**config.mk**
```make
export PLATFORM = sky130hd
export DESIGN_NAME = forward_tracker
export DESIGN_NICKNAME = d
export VERILOG_FILES = /design/src/rtl/forward_pkg.sv /design/src/rtl/forward_match.sv /design/src/rtl/forward_tracker.sv
export SDC_FILE = /design/constraint.sdc
export NUM_CORES = 1
export LEC_CHECK = 0
export ABC_AREA = 1
export ABC_CLOCK_PERIOD_IN_PS = 2100
export CORE_UTILIZATION = 38
export CTS_CLUSTER_DIAMETER = 150
export DETAILED_ROUTE_END_ITERATION = 8
export GPL_TIMING_DRIVEN = 1
export PLACE_DENSITY = 0.9
export SETUP_SLACK_MARGIN = 0.5
export SLEW_MARGIN = 20
export SYNTH_ARGS = -nofsm -noshare
export SYNTH_HDL_FRONTEND = slang
export SYNTH_SLANG_ARGS = --single-unit
export TNS_END_PERCENT = 20
```
**constraint.sdc**
```tcl
create_clock -name i_Clock -period 2.1 [get_ports i_Clock]
set_clock_uncertainty 0.15 [all_clocks]
set_input_delay 0.315 -clock i_Clock [delete_from_list [all_inputs] [get_ports i_Clock]]
set_output_delay 0.315 -clock i_Clock [all_outputs]
set_load 0.02 [all_outputs]
```
**src/rtl/forward_pkg.sv**
```systemverilog
// Shared types for the operand-forwarding tracker.
// A package cannot see the parameters of the module that imports it. The tracker
// entry therefore carries a register address of MaxRegWidth bits, and the stage
// index is sized for MaxStages. A REG_WIDTH or STAGES above these limits is unsupported.
package forward_pkg;

  localparam int unsigned MaxRegWidth = 8;
  localparam int unsigned MaxStages   = 16;

  typedef logic [MaxRegWidth-1:0]       reg_addr_t;
  typedef logic [$clog2(MaxStages)-1:0] stage_idx_t;

  // Architectural zero register: never forwarded.
  localparam reg_addr_t RegZero = '0;

  typedef struct packed {
    logic      valid;
    logic      write;
    logic      is_load;
    reg_addr_t rd;
  } fwd_entry_t;

endpackage

```
**src/rtl/forward_match.sv**
```systemverilog
// Per-source forwarding selector.
// Compares one source address against every tracked stage. The youngest
// matching stage (lowest index) supplies the operand. Raises a hazard when
// that producer is a load whose data is not valid yet.
// Ports:
//   entries_i    tracker entries, index 0 youngest
//   rs_addr_i    source register address
//   rs_data_i    register-file read data
//   stage_data_i results held in each stage, aligned with entries_i
//   rs_data_o    forwarded operand
//   hit_o        operand taken from a stage
//   hazard_o     winning producer is a load not yet at LOAD_STAGE
module forward_match
  import forward_pkg::*;
#(
  parameter int unsigned DATA_WIDTH = 32,
  parameter int unsigned REG_WIDTH  = 5,
  parameter int unsigned STAGES     = 3,
  parameter int unsigned LOAD_STAGE = 1
) (
  input  fwd_entry_t [STAGES-1:0]            entries_i,
  input  logic       [REG_WIDTH-1:0]         rs_addr_i,
  input  logic       [DATA_WIDTH-1:0]        rs_data_i,
  input  logic       [STAGES*DATA_WIDTH-1:0] stage_data_i,
  output logic       [DATA_WIDTH-1:0]        rs_data_o,
  output logic                               hit_o,
  output logic                               hazard_o
);

  reg_addr_t  addr;
  stage_idx_t sel_idx;
  logic       sel_load;

  assign addr = reg_addr_t'(rs_addr_i);

  // Scan oldest to youngest so that the last match, which is the youngest, wins.
  always_comb begin
    hit_o     = 1'b0;
    sel_idx   = '0;
    sel_load  = 1'b0;
    rs_data_o = rs_data_i;
    for (int k = STAGES - 1; k >= 0; k--) begin
      if (entries_i[k].valid && entries_i[k].write && (entries_i[k].rd == addr) &&
          (addr != RegZero)) begin
        hit_o     = 1'b1;
        sel_idx   = stage_idx_t'(k);
        sel_load  = entries_i[k].is_load;
        rs_data_o = stage_data_i[k*DATA_WIDTH +: DATA_WIDTH];
      end
    end
  end

  assign hazard_o = hit_o && sel_load && (sel_idx < stage_idx_t'(LOAD_STAGE));

endmodule

```
**src/rtl/forward_tracker.sv**
```systemverilog
// Operand-forwarding unit for the integer pipeline.
// Tracks the destination of each in-flight instruction from EX (stage 0) to
// WB (stage STAGES-1). Substitutes the youngest in-flight result for each
// decode source operand. Raises a load-use stall when that result is not ready.
// Optional feature macro: FORWARD_TRACKER_STATS_EN adds a saturating stall-cycle counter.
// Ports:
//   i_Clock, i_Reset           clock, synchronous active-high reset
//   i_Advance                  back-end enable; entries shift only when high
//   i_Flush                    decode instruction dropped (bubble enters stage 0)
//   i_IssueValid/Write/IsLoad  decode instruction attributes
//   i_IssueRd                  decode destination register
//   i_RsAddr, i_RsData         source addresses and register-file data (index 0 in LSBs)
//   i_StageData                per-stage results aligned with tracker entries
//   o_RsData, o_RsHit          forwarded operands and per-source hit flags
//   o_Stall                    load-use hazard; decode and fetch hold
//   o_StallCount               stall-cycle counter (stats build only)
module forward_tracker
  import forward_pkg::*;
#(
  parameter int unsigned DATA_WIDTH = 32,
  parameter int unsigned REG_WIDTH  = 5,
  parameter int unsigned STAGES     = 3,
  parameter int unsigned SOURCES    = 2,
  parameter int unsigned LOAD_STAGE = 1
) (
  input  logic                          i_Clock,
  input  logic                          i_Reset,
  input  logic                          i_Advance,
  input  logic                          i_Flush,
  input  logic                          i_IssueValid,
  input  logic                          i_IssueWrite,
  input  logic                          i_IssueIsLoad,
  input  logic [REG_WIDTH-1:0]          i_IssueRd,
  input  logic [SOURCES*REG_WIDTH-1:0]  i_RsAddr,
  input  logic [SOURCES*DATA_WIDTH-1:0] i_RsData,
  input  logic [STAGES*DATA_WIDTH-1:0]  i_StageData,
  output logic [SOURCES*DATA_WIDTH-1:0] o_RsData,
  output logic [SOURCES-1:0]            o_RsHit,
  output logic                          o_Stall
`ifdef FORWARD_TRACKER_STATS_EN
  ,
  output logic [31:0]                   o_StallCount
`endif
);

  fwd_entry_t [STAGES-1:0] entries_q, entries_d;
  logic       [SOURCES-1:0] hazard;

  for (genvar s = 0; s < SOURCES; s++) begin : g_src
    forward_match #(
      .DATA_WIDTH (DATA_WIDTH),
      .REG_WIDTH  (REG_WIDTH),
      .STAGES     (STAGES),
      .LOAD_STAGE (LOAD_STAGE)
    ) u_match (
      .entries_i    (entries_q),
      .rs_addr_i    (i_RsAddr[s*REG_WIDTH +: REG_WIDTH]),
      .rs_data_i    (i_RsData[s*DATA_WIDTH +: DATA_WIDTH]),
      .stage_data_i (i_StageData),
      .rs_data_o    (o_RsData[s*DATA_WIDTH +: DATA_WIDTH]),
      .hit_o        (o_RsHit[s]),
      .hazard_o     (hazard[s])
    );
  end

  assign o_Stall = |hazard;

  // A stalled or flushed decode slot becomes a bubble. While the back end is
  // held, all entries freeze, and a pending stall persists with them.
  always_comb begin
    entries_d = entries_q;
    if (i_Advance) begin
      for (int k = STAGES - 1; k >= 1; k--) begin
        entries_d[k] = entries_q[k-1];
      end
      entries_d[0] = '0;
      if (i_IssueValid && !o_Stall && !i_Flush) begin
        entries_d[0] = '{valid:   1'b1,
                         write:   i_IssueWrite,
                         is_load: i_IssueIsLoad,
                         rd:      reg_addr_t'(i_IssueRd)};
      end
    end
  end

  always_ff @(posedge i_Clock) begin
    if (i_Reset) begin
      entries_q <= '0;
    end else begin
      entries_q <= entries_d;
    end
  end

`ifdef FORWARD_TRACKER_STATS_EN
  logic [31:0] stall_count_q;

  always_ff @(posedge i_Clock) begin
    if (i_Reset) begin
      stall_count_q <= '0;
    end else if (o_Stall && (stall_count_q != 32'hFFFF_FFFF)) begin
      stall_count_q <= stall_count_q + 32'd1;
    end
  end

  assign o_StallCount = stall_count_q;
`endif

endmodule

```
==> flow_metrics.tcl <==
set metrics [dict create \
    syn_inst 758 \
    post_detailed_route_via_to_cell_ratio 5.81 \
    share_of_synthesized_area_spent_on_multiplexers_pct 0 \
    num-fill-cells 589 \
    route.met2.wl_um 10600 \
    post_route_cells_drive_above_1_share_pct 36.9 \
    post-dp-hpwl_um 14700 \
    worstHoldPathType "register to register" \
    floorplan.io_pins 249 \
    seq_cells_post_synth 22 \
    ir_drop_mv 0.528 \
    drv_cap 0 \
    clk_latency_ps 270 \
    detailedPlace.worstSlack_ps -1040 \
    wl_per_cell_um 19.9 \
    grt_setup_unrepaired "yes" \
    p_total_mw 1.83 \
    finalHoldViolCount 0 \
    critical_path_arrival_ps 2170 \
    global_route_wire_length_before_repair_um 32900 \
    worst_setup_path_start_kind "register" \
    row_count 36 \
    detail-route-antenna-nets 0 \
    floorplan.die_area_um2 10700 \
    floorplan.initialDensity_pct 39.7 \
    drt_first_iter_violations 725 \
    pwr_density_cell_nw_per_um2 222 \
    highest_layer "met4" \
    min_delay_path_depth 2 \
    drt_wl_total_um 23700 \
    cts.reportedPaths.clkPinSlew_ps 90 \
    synth_top_family_by_area "simple AND/OR/NAND/NOR gates" \
    worstHoldEndpoint "entries_q[31]$_SDFFE_PP0P_" \
    hold_slack_ps 323 \
    avgSynthCellArea_um2 5.16 \
    critPathKind "register to output pin" \
    reg2reg_launch_point "entries_q[1]$_SDFFE_PP0P_" \
    maxSlewViolCount 0 \
    cts-htree-levels 1 \
    synthesis.yosys.warnings 0 \
    worstRegToRegCells 13 \
    critPathRequiredTime_ps 1630 \
    detailroute.wirelength.met3_um 2930 \
    die_x_um 104 \
    layout.nets 1243 \
    status "complete, but fails checks" \
    fin_area_um2 8220 \
    grt_pass1_vias 6228 \
    synth.distinct_cells 27 \
    layout_common_cells "nand2_1, clkdlybuf4s50_1, nand3_1" \
    reg2reg_setup_slack_ps 250 \
    mappedNetlistArea_um2 3920 \
    timing.critical_path.fanout_max 6 \
    number_of_antenna_violations_at_the_first_check_in_global_routing 1 \
    globalplace.congestion 0.969 \
    period_minus_slack_ps 2630 \
    m1WireLength_um 8260 \
    floorplan.core_area_um2 9860 \
    largest_reg_by_ff_count "entries_q" \
    grt_overflow 0 \
    reg2reg_to "entries_q[9]$_SDFFE_PP0P_" \
    largest_registers "entries_q (22)" \
    dpl-instance-area_um2 7120 \
    largest_register_ff_count 22 \
    clock-root-buffer "clkbuf_8" \
    remaining_drc_errors 0 \
    grt_max_degree 36 \
    clock_tree_from_tritoncts "yes" \
    final.setup.worst_slack_ps -533 \
    post_cts_hold_buffer_count 0 \
    slew_headroom_pct 68.6 \
    violations "negative setup slack" \
    timing.final.crit_share_pct 125 \
    synth-compound-area-share_pct 4.03 \
    detail_route.first_pass.iterations 8 \
    io_buffer_count 248 \
    mappedNetlistNets 940 \
    simple_gate_share_of_the_synthesized_area_pct 69.7 \
    ys_seq_area_share_pct 11.2 \
    max_freq_mhz 380 \
    post_synth_fa_ha_maj_area_fraction_pct 0 \
    final_common_cell "nand2_1" \
    cts.sink_count 22 \
    synth-xor-area-share_pct 2.24 \
    chipHeight_um 104 \
    cts_buffers 3 \
    critPathCaptureType "output pin" \
    dr_total_vias 6935 \
    worst_pin_slew_ps 469 \
    globalRouteTotalUtil_pct 38.0 \
    min_from "entries_q[31]$_SDFFE_PP0P_" \
    setup-violations-final 67 \
    layout_area_growth_over_synthesis_pct 110 \
    clock_tree.buffer_depth 2 \
    leakage_nw 4.00 \
]
==> per-layer routing <==
layer | global-route usage [%] | vias to the layer above
met5 | 0 | -
met4 | 20.3 | 0
met3 | 4.91 | 206
met2 | 63.0 | 620
met1 | 47.8 | 3016
li1 | - | 3093
==> cell usage after synthesis <==
| cell type | count | share of area, % |
|---|---|---|
| o21ai_1 | 1 | 0.13 |
| nor2_8 | 1 | 0.51 |
| o21ai_0 | 1 | 0.13 |
| nand3_2 | 12 | 3.1 |
| dfxtp_1 | 22 | 11 |
| nand2_2 | 3 | 0.48 |
| nor2_1 | 128 | 12 |
| xnor2_1 | 10 | 2.2 |
| nand3b_1 | 1 | 0.19 |
| nor2_2 | 1 | 0.16 |
| buf_6 | 14 | 4.0 |
| a211oi_1 | 9 | 1.7 |
| nor2_4 | 5 | 1.4 |
| inv_4 | 1 | 0.16 |
| a21oi_1 | 16 | 2.0 |
| clkinv_1 | 2 | 0.19 |
| buf_2 | 21 | 2.7 |
| buf_1 | 1 | 0.096 |
| nand2_1 | 283 | 27 |
| inv_1 | 19 | 1.8 |
| buf_8 | 1 | 0.38 |
| nand2_4 | 2 | 0.58 |
| nand3_1 | 144 | 18 |
| inv_2 | 7 | 0.67 |
| buf_4 | 10 | 1.9 |
| clkbuf_1 | 9 | 0.86 |
| nand4_1 | 34 | 5.4 |
==> how the worst max path moves through the flow <==
| stage | depth (start not counted) | endpoint | slack, ps | start |
|---|---|---|---|---|
| 2_1_floorplan | 10 | o_RsData[40] | 260 | i_RsAddr[6] |
| 3_3_place_gp | 13 | o_RsData[40] | -1060 | i_RsAddr[7] |
| 3_5_place_dp | 13 | o_RsData[40] | -1040 | i_RsAddr[7] |
| 4_1_cts | 13 | o_RsData[48] | -360 | entries_q[13]$_SDFFE_PP0P_ |
| 5_1_grt | 13 | o_RsData[55] | -560 | entries_q[13]$_SDFFE_PP0P_ |
| 6_report | 13 | o_RsData[55] | -530 | entries_q[13]$_SDFFE_PP0P_ |
==> through the flow <==
stage	instances	util (%)	setup TNS, ps
6_report	1194	83.3	-20150
2_1_floorplan	758	-	0
4_1_cts	1182	79.0	-16560
3_3_place_gp	1155	72.1	-64920
3_5_place_dp	1155	72.1	-65310
5_1_grt	1194	83.3	-25560
==> cells by family (layout without fill, tap and decap cells) <==
group / Yosys count / count (layout)
AND/OR/NAND/NOR: 614 / 614
other: 0 / 1
AO/OA/AOI/OAI: 27 / 27
flip-flops: 22 / 22
XOR/XNOR: 10 / 10
buffers and inverters: 85 / 387
==> area by class of cell <==
class	count	area, µm²	share of cell area [%]
antenna	1	2.50	0.0304
clock buffer	3	41.3	0.502
clock inverter	1	30.0	0.365
inverter	29	128	1.55
multi-input combinational	651	3540	43.0
sequential	22	467	5.68
tap	133	166	2.02
timing repair buffer	354	3850	46.8
==> report_power, final <==
part           total (mW)  internal [mW]  leakage [nW]  switching (mW)
Clock               0.397          0.255        0.0357           0.142
Combinational       0.982          0.544          3.78           0.439
Sequential          0.449          0.432         0.187          0.0164
==> critical path, cell delays in order, from the launching register on <==
cell and delay, ps:
dfxtp_4 360, buf_6 120, nand2_4 50, nand4_1 130, nor2_2 160, nand2_4 120
inv_6 100, buf_12 120, buf_16 120, nand2_1 60, nand2_1 180, nor2_2 80
nor2_2 120, buf_4 170
==> repair_timing <==
action | 4_1_cts | 5_1_grt
setup buffers | 11 | 8
pin swaps | 30 | 45
endpoints found under the setup margin | 75 | 78
gates resized for setup | 441 | 100
cloned | 12 | 3
hold endpoints to repair | 0 | 0
No activity file was read; power rests on OpenSTA's default activity.
